<file path="config.mk">
export PLATFORM = sky130hd
export DESIGN_NAME = ppc_seven_segment_display_flat
export DESIGN_NICKNAME = d
export VERILOG_FILES = /design/src/rtl/ppc_seven_segment_display_if.sv /design/src/rtl/ppc_seven_segment_display.sv /design/src/flat_wrapper.sv
export SDC_FILE = /design/constraint.sdc
export NUM_CORES = 1
export LEC_CHECK = 0
export CORE_ASPECT_RATIO = 0.8
export CORE_MARGIN = 3
export CORE_UTILIZATION = 60
export CTS_CLUSTER_DIAMETER = 200
export DETAILED_ROUTE_END_ITERATION = 7
export MAX_ROUTING_LAYER = met4
export PLACE_DENSITY = 0.92
export REMOVE_ABC_BUFFERS = 1
export SETUP_SLACK_MARGIN = 0.05
export SYNTH_ARGS = -nofsm -noshare
export SYNTH_HDL_FRONTEND = slang
export SYNTH_SLANG_ARGS = --single-unit
</file>
<file path="constraint.sdc">
create_clock -name clk -period 3.6 [get_ports clk]
set_input_delay 1.08 -clock clk [delete_from_list [all_inputs] [get_ports clk]]
set_output_delay 1.08 -clock clk [all_outputs]
set_load 0.02 [all_outputs]
</file>
<file path="src/rtl/ppc_seven_segment_display_if.sv">
// Signal bundle between the ping-pong counter side and the seven-segment
// display stage: counter value/direction/blank in, digit enables and
// segment drives out.
interface ppc_seven_segment_display_if;
  logic [3:0] value;
  logic       direction;
  logic       blank;
  logic [3:0] an;
  logic [6:0] seg;

  // master: the side feeding the display (counter / bench)
  modport master (
    output value,
    output direction,
    output blank,
    input  an,
    input  seg
  );

  // slave: the display stage itself
  modport slave (
    input  value,
    input  direction,
    input  blank,
    output an,
    output seg
  );
endinterface

</file>
<file path="src/rtl/ppc_seven_segment_display.sv">
// Four-digit time-multiplexed seven-segment driver for the ping-pong counter.
// Digits 3..2 show the counter value in decimal (leading zero blanked),
// digits 1..0 show a direction glyph. Inputs are captured once per scan frame
// so a frame is always self-consistent. an/seg are registered.
module ppc_seven_segment_display #(
  parameter int REFRESH_DIV = 17,
  parameter bit ACTIVE_LOW  = 1'b1
) (
  input logic                          clk,
  input logic                          rst_n,
  ppc_seven_segment_display_if.slave   disp
);

  // Active-high glyph patterns, bit order {g,f,e,d,c,b,a}
  localparam logic [6:0] GLYPH_UP   = 7'h23;
  localparam logic [6:0] GLYPH_DOWN = 7'h1C;
  localparam logic [6:0] GLYPH_OFF  = 7'h00;
  localparam logic [6:0] GLYPH_ONE  = 7'h06;

  localparam logic [REFRESH_DIV-1:0] CNT_ONE = {{(REFRESH_DIV-1){1'b0}}, 1'b1};
  localparam logic [REFRESH_DIV-1:0] CNT_MAX = {REFRESH_DIV{1'b1}};

  // Fully-off drive levels depend on panel polarity
  localparam logic [3:0] AN_OFF  = ACTIVE_LOW ? 4'hF  : 4'h0;
  localparam logic [6:0] SEG_OFF = ACTIVE_LOW ? 7'h7F : 7'h00;

  logic [REFRESH_DIV-1:0] cnt;
  logic [1:0]             idx;
  logic [3:0]             snap_val;
  logic                   snap_dir;
  logic                   tick;

  logic [3:0]             ones_val;
  logic [6:0]             pattern;
  logic [3:0]             onehot;

  // Decimal digit to segment pattern; anything outside 0..9 renders blank
  function automatic logic [6:0] digit_glyph(input logic [3:0] d);
    logic [6:0] g;
    case (d)
      4'd0:    g = 7'h3F;
      4'd1:    g = 7'h06;
      4'd2:    g = 7'h5B;
      4'd3:    g = 7'h4F;
      4'd4:    g = 7'h66;
      4'd5:    g = 7'h6D;
      4'd6:    g = 7'h7D;
      4'd7:    g = 7'h07;
      4'd8:    g = 7'h7F;
      4'd9:    g = 7'h6F;
      default: g = GLYPH_OFF;
    endcase
    return g;
  endfunction

  assign tick = (cnt == CNT_MAX);

  // Select the content of the digit currently addressed by idx
  always_comb begin
    ones_val = (snap_val >= 4'd10) ? (snap_val - 4'd10) : snap_val;
    pattern  = GLYPH_OFF;
    onehot   = 4'b0000;
    case (idx)
      2'd3: begin
        onehot  = 4'b1000;
        pattern = (snap_val >= 4'd10) ? GLYPH_ONE : GLYPH_OFF;
      end
      2'd2: begin
        onehot  = 4'b0100;
        pattern = digit_glyph(ones_val);
      end
      2'd1: begin
        onehot  = 4'b0010;
        pattern = snap_dir ? GLYPH_UP : GLYPH_DOWN;
      end
      default: begin
        onehot  = 4'b0001;
        pattern = snap_dir ? GLYPH_UP : GLYPH_DOWN;
      end
    endcase
  end

  // Refresh divider, scan index and once-per-frame input snapshot.
  // Blank does not pause any of this, so the snapshot still lands when a
  // frame boundary falls inside a blanked window.
  always_ff @(posedge clk) begin
    if (!rst_n) begin
      cnt      <= '0;
      idx      <= 2'd0;
      snap_val <= 4'd0;
      snap_dir <= 1'b1;
    end else begin
      cnt <= cnt + CNT_ONE;
      if (tick) begin
        idx <= idx + 2'd1;
        if (idx == 2'd3) begin
          snap_val <= disp.value;
          snap_dir <= disp.direction;
        end
      end
    end
  end

  // Registered panel drive: one cycle behind idx/snapshot/blank
  always_ff @(posedge clk) begin
    if (!rst_n) begin
      disp.an  <= AN_OFF;
      disp.seg <= SEG_OFF;
    end else if (disp.blank) begin
      disp.an  <= AN_OFF;
      disp.seg <= SEG_OFF;
    end else begin
      disp.an  <= ACTIVE_LOW ? ~onehot  : onehot;
      disp.seg <= ACTIVE_LOW ? ~pattern : pattern;
    end
  end

endmodule

</file>
<file path="src/flat_wrapper.sv">
// flat-port wrapper written by rule: the top's interface ports become plain ports
module ppc_seven_segment_display_flat 
#(
  parameter int REFRESH_DIV = 17,
  parameter bit ACTIVE_LOW  = 1'b1
)
  (clk, rst_n, disp_value, disp_direction, disp_blank, disp_an, disp_seg);
  ppc_seven_segment_display_if disp_i ();
  input logic clk;
  input logic rst_n;
  input wire logic [$bits(disp_i.value)-1:0] disp_value;
  input wire logic [$bits(disp_i.direction)-1:0] disp_direction;
  input wire logic [$bits(disp_i.blank)-1:0] disp_blank;
  output wire logic [$bits(disp_i.an)-1:0] disp_an;
  output wire logic [$bits(disp_i.seg)-1:0] disp_seg;
  assign disp_i.value = disp_value;
  assign disp_i.direction = disp_direction;
  assign disp_i.blank = disp_blank;
  assign disp_an = disp_i.an;
  assign disp_seg = disp_i.seg;
  ppc_seven_segment_display #(.REFRESH_DIV(REFRESH_DIV), .ACTIVE_LOW(ACTIVE_LOW)) u_core (.clk(clk), .rst_n(rst_n), .disp(disp_i));
endmodule
</file>
==> impl_metrics.ini <==
[finish]
drive_gt1_share_pct = 6.67
syn2layout_area_growth_pct = 13.4
n_antenna_cell = 0
fin_cells = 246
nets = 230

[cts]
clock_sinks = 35
ctsHoldBuffers = 0
clk_pin_slew_ns = 0.06
clock_path_buffers = 2
cts_root_buffer = clkbuf_8
cts_made_buffers = 5
postCtsSetupBuffers = 0
htree_levels = 2
cts_tree = built
worstSkewPairLatency_ns = 0.29
cts_resized = 0

[synth]
synth_seq_cells = 35
yosysMostFrequentCell = dfxtp_1
synth_cells = 194
synth.avg_cell_area_um2 = 9.12
async_flop_share_pct = 0
yosys-top-cells-area = dfxtp_1 (40%), ha_1 (7.8%), and2_1 (5.3%)
synth-edff-count = 0
synth_top_area_share_pct = 39.6
synthTopCellsByCount = dfxtp_1 (35), nand2_1 (19), nand3_1 (16)
synth_cell_type_count = 43
synth_area_mm2 = 0.00177
yosys_most_used_dff = dfxtp_1
synth_top_cell_by_area = dfxtp_1
synth-seq-area-share_pct = 39.6
synth_warnings = 0

[placed_design]
portBuffers = 18
place_hpwl_um = 2790
gp_congestion = 0.800
placed_cells = 240

[worst_hold_path]
min_from = u_core.cnt[15]
worstHoldEndpoint = u_core.cnt[15]
min-delay-path-class = reg2reg
holdPathStages = 2

[detailed_routing]
wl_per_cell_um = 15.5
wl_um = 3810
vias_per_cell = 6.03
ant_nets = 0
drtPass1Iterations = 4
drc = 0
dr_total_vias = 1484
drtIter0Drc = 123

[critical_path]
crit_fanout = 1
cp_top_family = buffers and inverters
worstRegToRegCells = 8
critPathBufInv = 1
cpPeakStageDelay_ns = 0.61
cp.arrival_ns = 1.23
cp-end-kind = output pin
start_kind = flop
cp_slowest_cell = clkdlybuf4s50_1
path_class = reg2out
crit_required_ns = 2.52
crit_chain = clkdlybuf4s50_1
regToRegEndpoint = u_core.disp.seg[0]
r2r-start = u_core.snap_val[1]
r2r_setup_slack_ns = 1.35

[sta]
worst_pin_slew_ns = 0.590
fin_crit_ns = 2.31
final_hold_viol_count = 0
setup_violations = 0
maxSlewViolCount = 0
setup_tns_ns = 0
skew_ns = 0.00679
slew-limit-headroom_pct = 60.6
fmax_mhz = 434
rsz0062_at_grt = false
finalCritPeriodShare_pct = 64.0
whs_ns = 0.483

[grt]
grt_overflow = 0
grt_pass1_vias = 1400
grt_usage_pct = 24.6
grt_pass1_wl_um = 6290
grt_max_degree = 27
antenna_found_initial = 0

[pwr]
vdd_drop_max_mv = 0.282
leakagePower_nw = 0.787
p_per_area_mw_per_mm2 = 341

[die]
initial_core_util_pct = 67.5
die_y_um = 54.6
dieArea_mm2 = 0.00364
io_pins = 19
fp.dieW_um = 66.7
rows = 16
core_mm2 = 0.00262

[status]
outcome = finished clean

[run]
maxCapViolCount = 0
flip-flops by register name (all words and copies together) (netlist names):
| name | cells |
|---|---|
| u_core.idx | 2 |
| u_core.snap_dir | 1 |
| u_core.disp.seg | 7 |
| u_core.snap_val | 4 |
| u_core.disp.an | 4 |
| u_core.cnt | 17 |
worst max path at each step:
stage | slack [ns] | from | end | depth (start not counted)
CTS | 1.28 | u_core.disp.seg[0] | disp_seg[0] | 1
global route | 1.25 | u_core.snap_val[1] | u_core.disp.seg[0] | 8
floorplan | 1.69 | u_core.snap_val[1] | u_core.disp.seg[3] | 7
detailed placement | 1.17 | rst_n | u_core.disp.seg[2] | 3
finish | 1.29 | u_core.disp.seg[0] | disp_seg[0] | 1
global placement | 1.24 | rst_n | u_core.disp.seg[6] | 3
cell families after synthesis:
| logic type | count (synthesis) | share of synthesized area [%] |
|---|---|---|
| AOI/OAI and AO/OA | 32 | 12.7 |
| xor gates and xnor gates | 12 | 5.94 |
| adders and majority gates | 11 | 7.78 |
| buffers and inverters | 20 | 6.22 |
| DFF | 35 | 39.6 |
| muxes | 4 | 2.40 |
| and+or+nand+nor | 80 | 25.4 |
power by group:
group / internal, W / switching, W / total [W]
clock network: 0.000129 / 0.000127 / 0.000256
registers: 0.000393 / 0.00000464 / 0.000397
logic: 0.0000165 / 0.0000139 / 0.0000304
per-stage QoR:
stage / utilization, % / worst slack (ns) / total power, W / area (um2)
finish: 76.5 / 1.29 / 0.000683 / 2010
global route: 76.5 / 1.25 / 0.000703 / 2010
CTS: 76.5 / 1.28 / 0.000682 / 2010
detailed placement: 73.7 / 1.17 / 0.000436 / 1930
global placement: 73.7 / 1.24 / 0.000434 / 1930
floorplan: - / 1.69 / 0.000416 / 1700
cells in the final DEF, fill, tap and decap left out, types with 2 or more instances in the layout:
cell type and count:
a221o_1 2, dfxtp_1 35, ha_1 11, o211ai_1 2, clkdlybuf4s50_1 18, nor2_1 7
xor2_1 8, inv_1 11, and3_1 2, a21oi_1 6, clkbuf_8 5, mux2i_1 2
nor4_2 2, or3_1 2, mux2_2 2, nor2b_1 3, a21boi_0 6, nand3_1 16
o21ai_0 5, xnor2_1 4, o21ai_1 4, and2_1 15, nand2_1 19, nor3_1 5
worst min-delay path: stages, from the launching register on:
cell and delay (ns):
dfxtp_1 0.32, nand2_1 0.05, o21ai_0 0.07
area by class of cell:
| type | count | area, um2 |
|---|---|---|
| Fill cell | 176 | 617 |
| Tap cell | 36 | 45.0 |
| Multi-Input combinational cell | 139 | 958 |
| Clock buffer | 6 | 72.6 |
| Inverter | 11 | 41.3 |
| Sequential cell | 35 | 701 |
| Timing Repair Buffer | 19 | 188 |
routing by layer:
metal  track usage [%]  wire, um
met2              40.5      1780
met4              12.2       133
met5                 -         0
met1              28.2      1650
met3              6.37       253
(Power assumes the default switching activity.)
